--- config.mk ---
export PLATFORM = sky130hd
export DESIGN_NAME = magcomp_serial_cascade
export DESIGN_NICKNAME = d
export VERILOG_FILES = /design/src/rtl/magcomp_pkg.sv /design/src/rtl/magnitudecomp2bit.sv /design/src/rtl/magcomp_serial_cascade.sv
export SDC_FILE = /design/constraint.sdc
export NUM_CORES = 1
export LEC_CHECK = 0
export BUFFER_PORTS_ARGS = -buffer_cell sky130_fd_sc_hd__clkbuf_2
export CORE_ASPECT_RATIO = 1.25
export CORE_MARGIN = 4
export CORE_UTILIZATION = 49
export DETAILED_ROUTE_END_ITERATION = 16
export PLACE_DENSITY = 0.82
export SKIP_CTS_REPAIR_TIMING = 1
export SYNTH_ARGS = -nofsm -noshare
export SYNTH_HDL_FRONTEND = slang
export SYNTH_SLANG_ARGS = --single-unit
--- constraint.sdc ---
create_clock -name clk -period 1.2 [get_ports clk]
set_input_delay 0.12 -clock clk [delete_from_list [all_inputs] [get_ports clk]]
set_output_delay 0.12 -clock clk [all_outputs]
set_load 0.01 [all_outputs]
--- src/rtl/magcomp_pkg.sv ---
// Shared types for the serial magnitude comparator: FSM states and the
// three-way verdict, plus conversions to and from the c0/c1/c2 flag triple.
package magcomp_pkg;

  typedef enum logic [1:0] {
    IDLE,
    RUN,
    DONE
  } state_t;

  typedef enum logic [1:0] {
    GT,
    EQ,
    LT
  } verdict_t;

  // Flags arrive as {lt, eq, gt} == {c2, c1, c0}; anything not cleanly one-hot reads as EQ.
  function automatic verdict_t verdict_from_flags(input logic gt, input logic eq, input logic lt);
    verdict_t v;
    case ({lt, eq, gt})
      3'b001:  v = GT;
      3'b100:  v = LT;
      default: v = EQ;
    endcase
    return v;
  endfunction

  // Returns {c2, c1, c0}.
  function automatic logic [2:0] verdict_onehot(input verdict_t v);
    logic [2:0] c;
    case (v)
      GT:      c = 3'b001;
      EQ:      c = 3'b010;
      LT:      c = 3'b100;
      default: c = 3'b000;
    endcase
    return c;
  endfunction

endpackage

--- src/rtl/magnitudecomp2bit.sv ---
// Combinational 2-bit magnitude comparator: c0 = a>b, c1 = a==b, c2 = a<b.
module magnitudecomp2bit (
  input  logic [1:0] a,
  input  logic [1:0] b,
  output logic       c0,
  output logic       c1,
  output logic       c2
);

  assign c0 = (a > b);
  assign c1 = (a == b);
  assign c2 = (a < b);

endmodule

--- src/rtl/magcomp_serial_cascade.sv ---
// Multi-cycle WIDTH-bit magnitude comparator: scans operands MSB digit first
// through a 2-bit comparator and stops at the first unequal digit.
module magcomp_serial_cascade
  import magcomp_pkg::*;
#(
  parameter int unsigned WIDTH = 8
) (
  input  logic             clk,
  input  logic             rst,
  input  logic             start,
  input  logic [WIDTH-1:0] a,
  input  logic [WIDTH-1:0] b,
  output logic             busy,
  output logic             done,
  output logic             c0,
  output logic             c1,
  output logic             c2
);

  localparam int unsigned DIGITS = WIDTH / 2;
  localparam int unsigned CW     = (DIGITS > 1) ? $clog2(DIGITS) : 1;

  if ((WIDTH < 2) || ((WIDTH % 2) != 0)) begin : g_width_check
    $error("magcomp_serial_cascade: WIDTH must be even and >= 2");
  end

  state_t          state_q;
  logic [WIDTH-1:0] sa_q;
  logic [WIDTH-1:0] sb_q;
  logic [CW-1:0]    cnt_q;
  verdict_t         verdict_q;
  verdict_t         verdict_d;
  verdict_t         digit_v;
  logic             done_q;
  logic [2:0]       c_q;
  logic             dgt;
  logic             deq;
  logic             dlt;

  magnitudecomp2bit u_digit (
    .a  (sa_q[WIDTH-1 -: 2]),
    .b  (sb_q[WIDTH-1 -: 2]),
    .c0 (dgt),
    .c1 (deq),
    .c2 (dlt)
  );

  always_comb begin
    digit_v   = verdict_from_flags(dgt, deq, dlt);
    verdict_d = (verdict_q == EQ) ? digit_v : verdict_q;
  end

  // done and c0..c2 are loaded on the RUN->DONE edge so they are valid throughout DONE.
  always_ff @(posedge clk or posedge rst) begin
    if (rst) begin
      state_q   <= IDLE;
      sa_q      <= '0;
      sb_q      <= '0;
      cnt_q     <= '0;
      verdict_q <= EQ;
      done_q    <= 1'b0;
      c_q       <= '0;
    end else begin
      done_q <= 1'b0;
      unique case (state_q)
        IDLE: begin
          if (start) begin
            sa_q      <= a;
            sb_q      <= b;
            cnt_q     <= CW'(DIGITS - 1);
            verdict_q <= EQ;
            state_q   <= RUN;
          end
        end
        RUN: begin
          sa_q      <= sa_q << 2;
          sb_q      <= sb_q << 2;
          verdict_q <= verdict_d;
          if ((digit_v != EQ) || (cnt_q == '0)) begin
            state_q <= DONE;
            done_q  <= 1'b1;
            c_q     <= verdict_onehot(verdict_d);
          end else begin
            cnt_q <= cnt_q - CW'(1);
          end
        end
        DONE: begin
          state_q <= IDLE;
        end
        default: begin
          state_q <= IDLE;
        end
      endcase
    end
  end

  assign busy = (state_q != IDLE);
  assign done = done_q;
  assign c0   = c_q[0];
  assign c1   = c_q[1];
  assign c2   = c_q[2];

endmodule

== After elaboration in Yosys (flattened, before gate mapping) ==
Index checks and enable logic that the tools add are counted.
Storage, ports and cells
  output and inout port bits: 5
  bits in writable memories: 0
  ROM bits: 0
  input bits: 19
  register bits after elaboration: 26
  latch bits: 0
  logic and storage cells: 47
  memories kept: 0
Operators by class
  $lt $le $gt $ge: 2
  add/sub/neg operators: 1
  multiply operators: 0
  bitwise gates (word level): 0
  muxes and demuxes: 16
  divide/modulo/power cells: 0
  shift-type cells: 0
  reductions and logical operators: 10
  equality and inequality tests: 11
Operator list (count)
  $pmux 8 s2: 2
  $mux 8: 2
  $pmux 2 s2: 4
  $mux 2: 5
  $pmux 3 s3: 1
  $eq 2x1->1 const B: 3
  $logic_not 2->1: 3
  $ne 2x2->1 const B: 3
  $reduce_and 2->1: 3
  $reduce_bool 2->1: 2
  $eq 3x1->1 const B: 1
  $eq 3x3->1 const B: 1
  $reduce_and 3->1: 1
  $eq 2x2->1: 1
  $eq 2x2->1 const B: 1
  $gt 2x2->1: 1
  $lt 2x2->1: 1
  $mux 1: 2
  $ne 2x1->1 const B: 1
  $sub 2x1->2 const B: 1
  $logic_or 1x1->1: 1

== Logic depth before layout (Yosys ltp) ==
  depth in word-level cells: 7
  gate-level depth with buffers: 7
  depth with buffers taken out: 7

== Cells and area by module ==
Synthesis repeated with hierarchy kept, for this count alone.
Second synthesis, totals
  cell total of the unflattened synthesis: 136
  area, all modules: 1341.3 µm²
Modules (own cells, without submodules)
  magcomp_serial_cascade: cells an instance 127, instances 1, area each 1278.7 µm²
  magnitudecomp2bit: cells an instance 9, instances 1, area each 62.6 µm²

== Worst setup path after synthesis ==
OpenSTA, ideal clock, no wires.
  kind: flip-flop to flip-flop
  start point: reg sa_q[7]
  end point: reg c_q[1]
  data required time: 1079 ps
  path slack: -176 ps
  clock period less this slack: 1376 ps
  arrival time: 1255 ps
  cell stages (with the launch flop): 5
  buffers on the path: 0
  cells stage by stage: dfrtp_1 -> ha_1 -> and3b_1 -> nand2b_4 -> a22o_1
Between the ends
  cells in the longest elaborated chain, start to end: 6
  elaborated cells between the ends (all ways): 14
Ends and longest elaborated chain
  from (decl): line magcomp_serial_cascade.sv:28  | logic [WIDTH-1:0] sa_q;
  from (signal assigned): line magcomp_serial_cascade.sv:76  | sa_q <= sa_q << 2;
  $gt 2x2->1 (tied with other cells): line magnitudecomp2bit.sv:10  | assign c0 = (a > b);
  $eq 3x3->1 / $eq 3x1->1 (equally long branches): line magcomp_pkg.sv:20  | case ({lt, eq, gt})
  $pmux 2 s2 *: line magcomp_pkg.sv:20
  $mux 2 / $ne 2x1->1 (equally long branches): line magcomp_serial_cascade.sv:50, magcomp_serial_cascade.sv:79
  $eq 2x2->1 (tied with other cells): line magcomp_pkg.sv:31  | case (v)
  $pmux 3 s3 / $reduce_and 2->1 (equally long branches)
  to (signal assigned): line magcomp_serial_cascade.sv:82  | c_q <= verdict_onehot(verdict_d);
  to (decl): line magcomp_serial_cascade.sv:35  | logic [2:0] c_q;
Mark *: on every way between the ends. The rest lies on a longest branch, timed or not.
A chain may end at the register's enable or synchronous reset.

== Worst setup path in the final report ==
Ends and elaborated chain as after synthesis.

==> flow_summary.yaml <==
clock_tree:
  cts_buffers: 3
  htreeDepth: 1
  tritoncts: "built"
  insertion_delay_ps: 320
  clk_pin_slew_ps: 150
  clockBufferDepth: 2
  clock-sinks: 26
  root_buffer: "clkbuf_4"
logic_synthesis:
  ys_seq_elements: 26
  synth_top_area_share_pct: 46.9
  syn_area_sq_um: 1330
  syn_nets: 161
  yosysSeqAreaShare_pct: 48.9
  synth.avg_cell_area_sq_um: 9.60
  yosys-top-cells-area: "dfrtp_1, a22oi_1, a21oi_1"
  synth.distinct_cells: 28
  ys.warnings.count: 0
  syn_inst: 139
  synth_top_cell_by_area: "dfrtp_1"
timing:
  worst_pin_slew_ps: 332
  hold_slack_ps: 51.9
  fin_crit_sh_pct: 124
  fin_skew_ps: 4.22
  slew_headroom_pct: 77.9
  slew_viol_final: 0
  hold_violations: 0
  fmax_mhz: 673
  period_minus_slack_ps: 1490
  setup_slack_ps: -286
  setup_viol: 21
  rsz0062_at_grt: "true"
global_route:
  grt-ovfl-total: 0
  grt_max_degree: 27
  track_usage_pct: 18.9
  grt_pass1_wl_mm: 5.10
  antenna_found_initial: 0
  grt_pass1_vias: 1153
placement:
  place_area_sq_um: 1600
  post-place-cells: 203
  dp_slack_ps: -234
  port_buffers: 23
  place_hpwl_mm: 2.27
  gp_congestion: 0.812
power:
  powerDensity_nw_per_um2: 2680
  power_leakage_uw: 0.000899
  vdd_drop_max_mv: 1.52
critical_path:
  reg2reg_from: "sa_q[7]$_DFFE_PP0P_"
  rr_endpoint: "c_q[1]$_DFFE_PP0P_"
  endpoint_kind: "flop"
  cp.arrival_ps: 1710
  r2r_cells: 5
  rrSetupSlack_ps: -290
  critPathLaunchType: "flop"
  worst-path-max-fanout: 7
  criticalPathCategory: "reg -> reg"
  required_ps: 1420
status:
  status: "finished with violations"
  violations: "negative setup slack"
die:
  initial_core_util_pct: 52.8
  rows: 20
  die_area_sq_um: 3630
  fp.dieH_um: 66.3
  io_pins: 24
  core_sq_um: 2530
  die_x_um: 54.7
drt:
  drc_errors: 0
  vias: 1294
  wire_per_inst_um: 17.0
  drt_pass1_iterations: 4
  vias_per_cell: 5.75
  wl_mm: 3.83
  first_iter_violations: 52
  ant_nets: 0
finish:
  fin_area_sq_um: 1860
  n_antenna_cell: 0
  seq_area_sq_um: 654
  areaGrowthSynthToFinish_pct: 39.8
  nFillCells: 175
  multi_input_area_sq_um: 689
  drive_above_1_share_pct: 46.9
  final_cells: 225
  fin_nets: 215
flow_run:
  maxCapViolCount: 0
worst_hold_path:
  holdPathEnd: "sb_q[0]$_DFFE_PP0P_"
  hold_class: "in -> reg"
  hp-start: "b[0]"
  hold-path-cell-count: 3
## through the flow
stage	power (uW)	utilization (%)	TNS, ps
floorplan	2910	-	-431
global placement	3510	63.1	-892
detailed placement	3680	63.1	-1280
CTS	4130	64.6	-1860
global route	5310	73.8	-3580
finish	5000	73.8	-2550
## worst max path at each step
stage	start	end	slack, ps	depth (start not counted)
after floorplan	sa_q[7]$_DFFE_PP0P_	c_q[0]$_DFFE_PP0P_	-160	5
after global placement	sb_q[7]$_DFFE_PP0P_	c_q[0]$_DFFE_PP0P_	-150	5
after detailed placement	sa_q[6]$_DFFE_PP0P_	c_q[0]$_DFFE_PP0P_	-230	6
after CTS	state_q[1]$_DFFE_PP0P_	busy	-300	3
after global routing	cnt_q[1]$_DFFE_PP0P_	c_q[1]$_DFFE_PP0P_	-350	6
final	sa_q[7]$_DFFE_PP0P_	c_q[1]$_DFFE_PP0P_	-290	5
## power by group
part / switching (uW) / internal (uW) / total [uW]
logic: 1340 / 1570 / 2920
registers: 354 / 1270 / 1630
clock network: 270 / 186 / 456
total: 1970 / 3030 / 5000
## area by class of cell
class,count,area share [%]
Inverter,10,2.01
Multi-Input combinational cell,97,37.0
Timing Repair Buffer,55,21.7
Sequential cell,26,35.1
Clock buffer,4,1.95
Tap cell,33,2.21
## per-layer routing
metal  part of all wire, %  global-route usage (%)  up-vias  wire (um)
met5                     0                       0        -          0
met4                   2.5                    5.61        0         96
met3                   5.3                    2.48       14        202
met2                    55                    33.1       56       2090
met1                    37                    23.2      632       1430
li1                      -                       -      592          -
## cell usage after synthesis, drive strengths merged
cell / count
o21bai: 1
and3b: 3
a31oi: 1
a22oi: 12
buf: 6
nor2: 4
a21o: 1
a22o: 2
o21ai: 20
inv: 10
clkbuf: 1
ha: 3
nor2b: 8
a21oi: 18
nand2b: 1
nand2: 12
a2bb2oi: 1
and2b: 7
and4bb: 1
dfrtp: 25
or2: 1
dfstp: 1
## worst max-delay path, cell delays in order, from the launching register on
cell	delay, ps
dfrtp_1	460
ha_4	310
and3b_2	190
nand2b_4	160
nor2_1	60
a22o_1	200
## cells in the final DEF, fill, tap and decap left out, types with 2 or more instances in the layout
cell type  count
buf_4         27
dfrtp_1       23
clkbuf_2      22
o21ai_1       18
a21oi_1       15
nand2_1       11
nor2b_1        8
a22oi_1        7
a22oi_2        5
inv_1          5
inv_2          5
nor2_1         4
and2b_1        4
a21oi_2        3
clkbuf_4       3
and3b_1        2
and2b_4        2
and2b_2        2
o21ai_2        2
a22o_1         2
ha_4           2
buf_6          2
dfrtp_2        2
## kinds of logic (layout without fill, tap and decap cells)
family | count (synthesis) | in the layout | synth area share (%)
buffers and inverters | 17 | 69 | 6.19
and+or+nand+nor | 37 | 38 | 17.0
DFF | 26 | 26 | 48.9
adders and majority gates | 3 | 3 | 2.81
AOI/OAI and AO/OA | 56 | 56 | 25.1
## sequential cells by signal (all words and copies together), names as in the netlist
| signal | flops |
|---|---|
| verdict_q | 2 |
| done | 1 |
| sb_q | 8 |
| cnt_q | 2 |
| state_q | 2 |
| sa_q | 8 |
| c_q | 3 |
(Power assumes the default switching activity.)
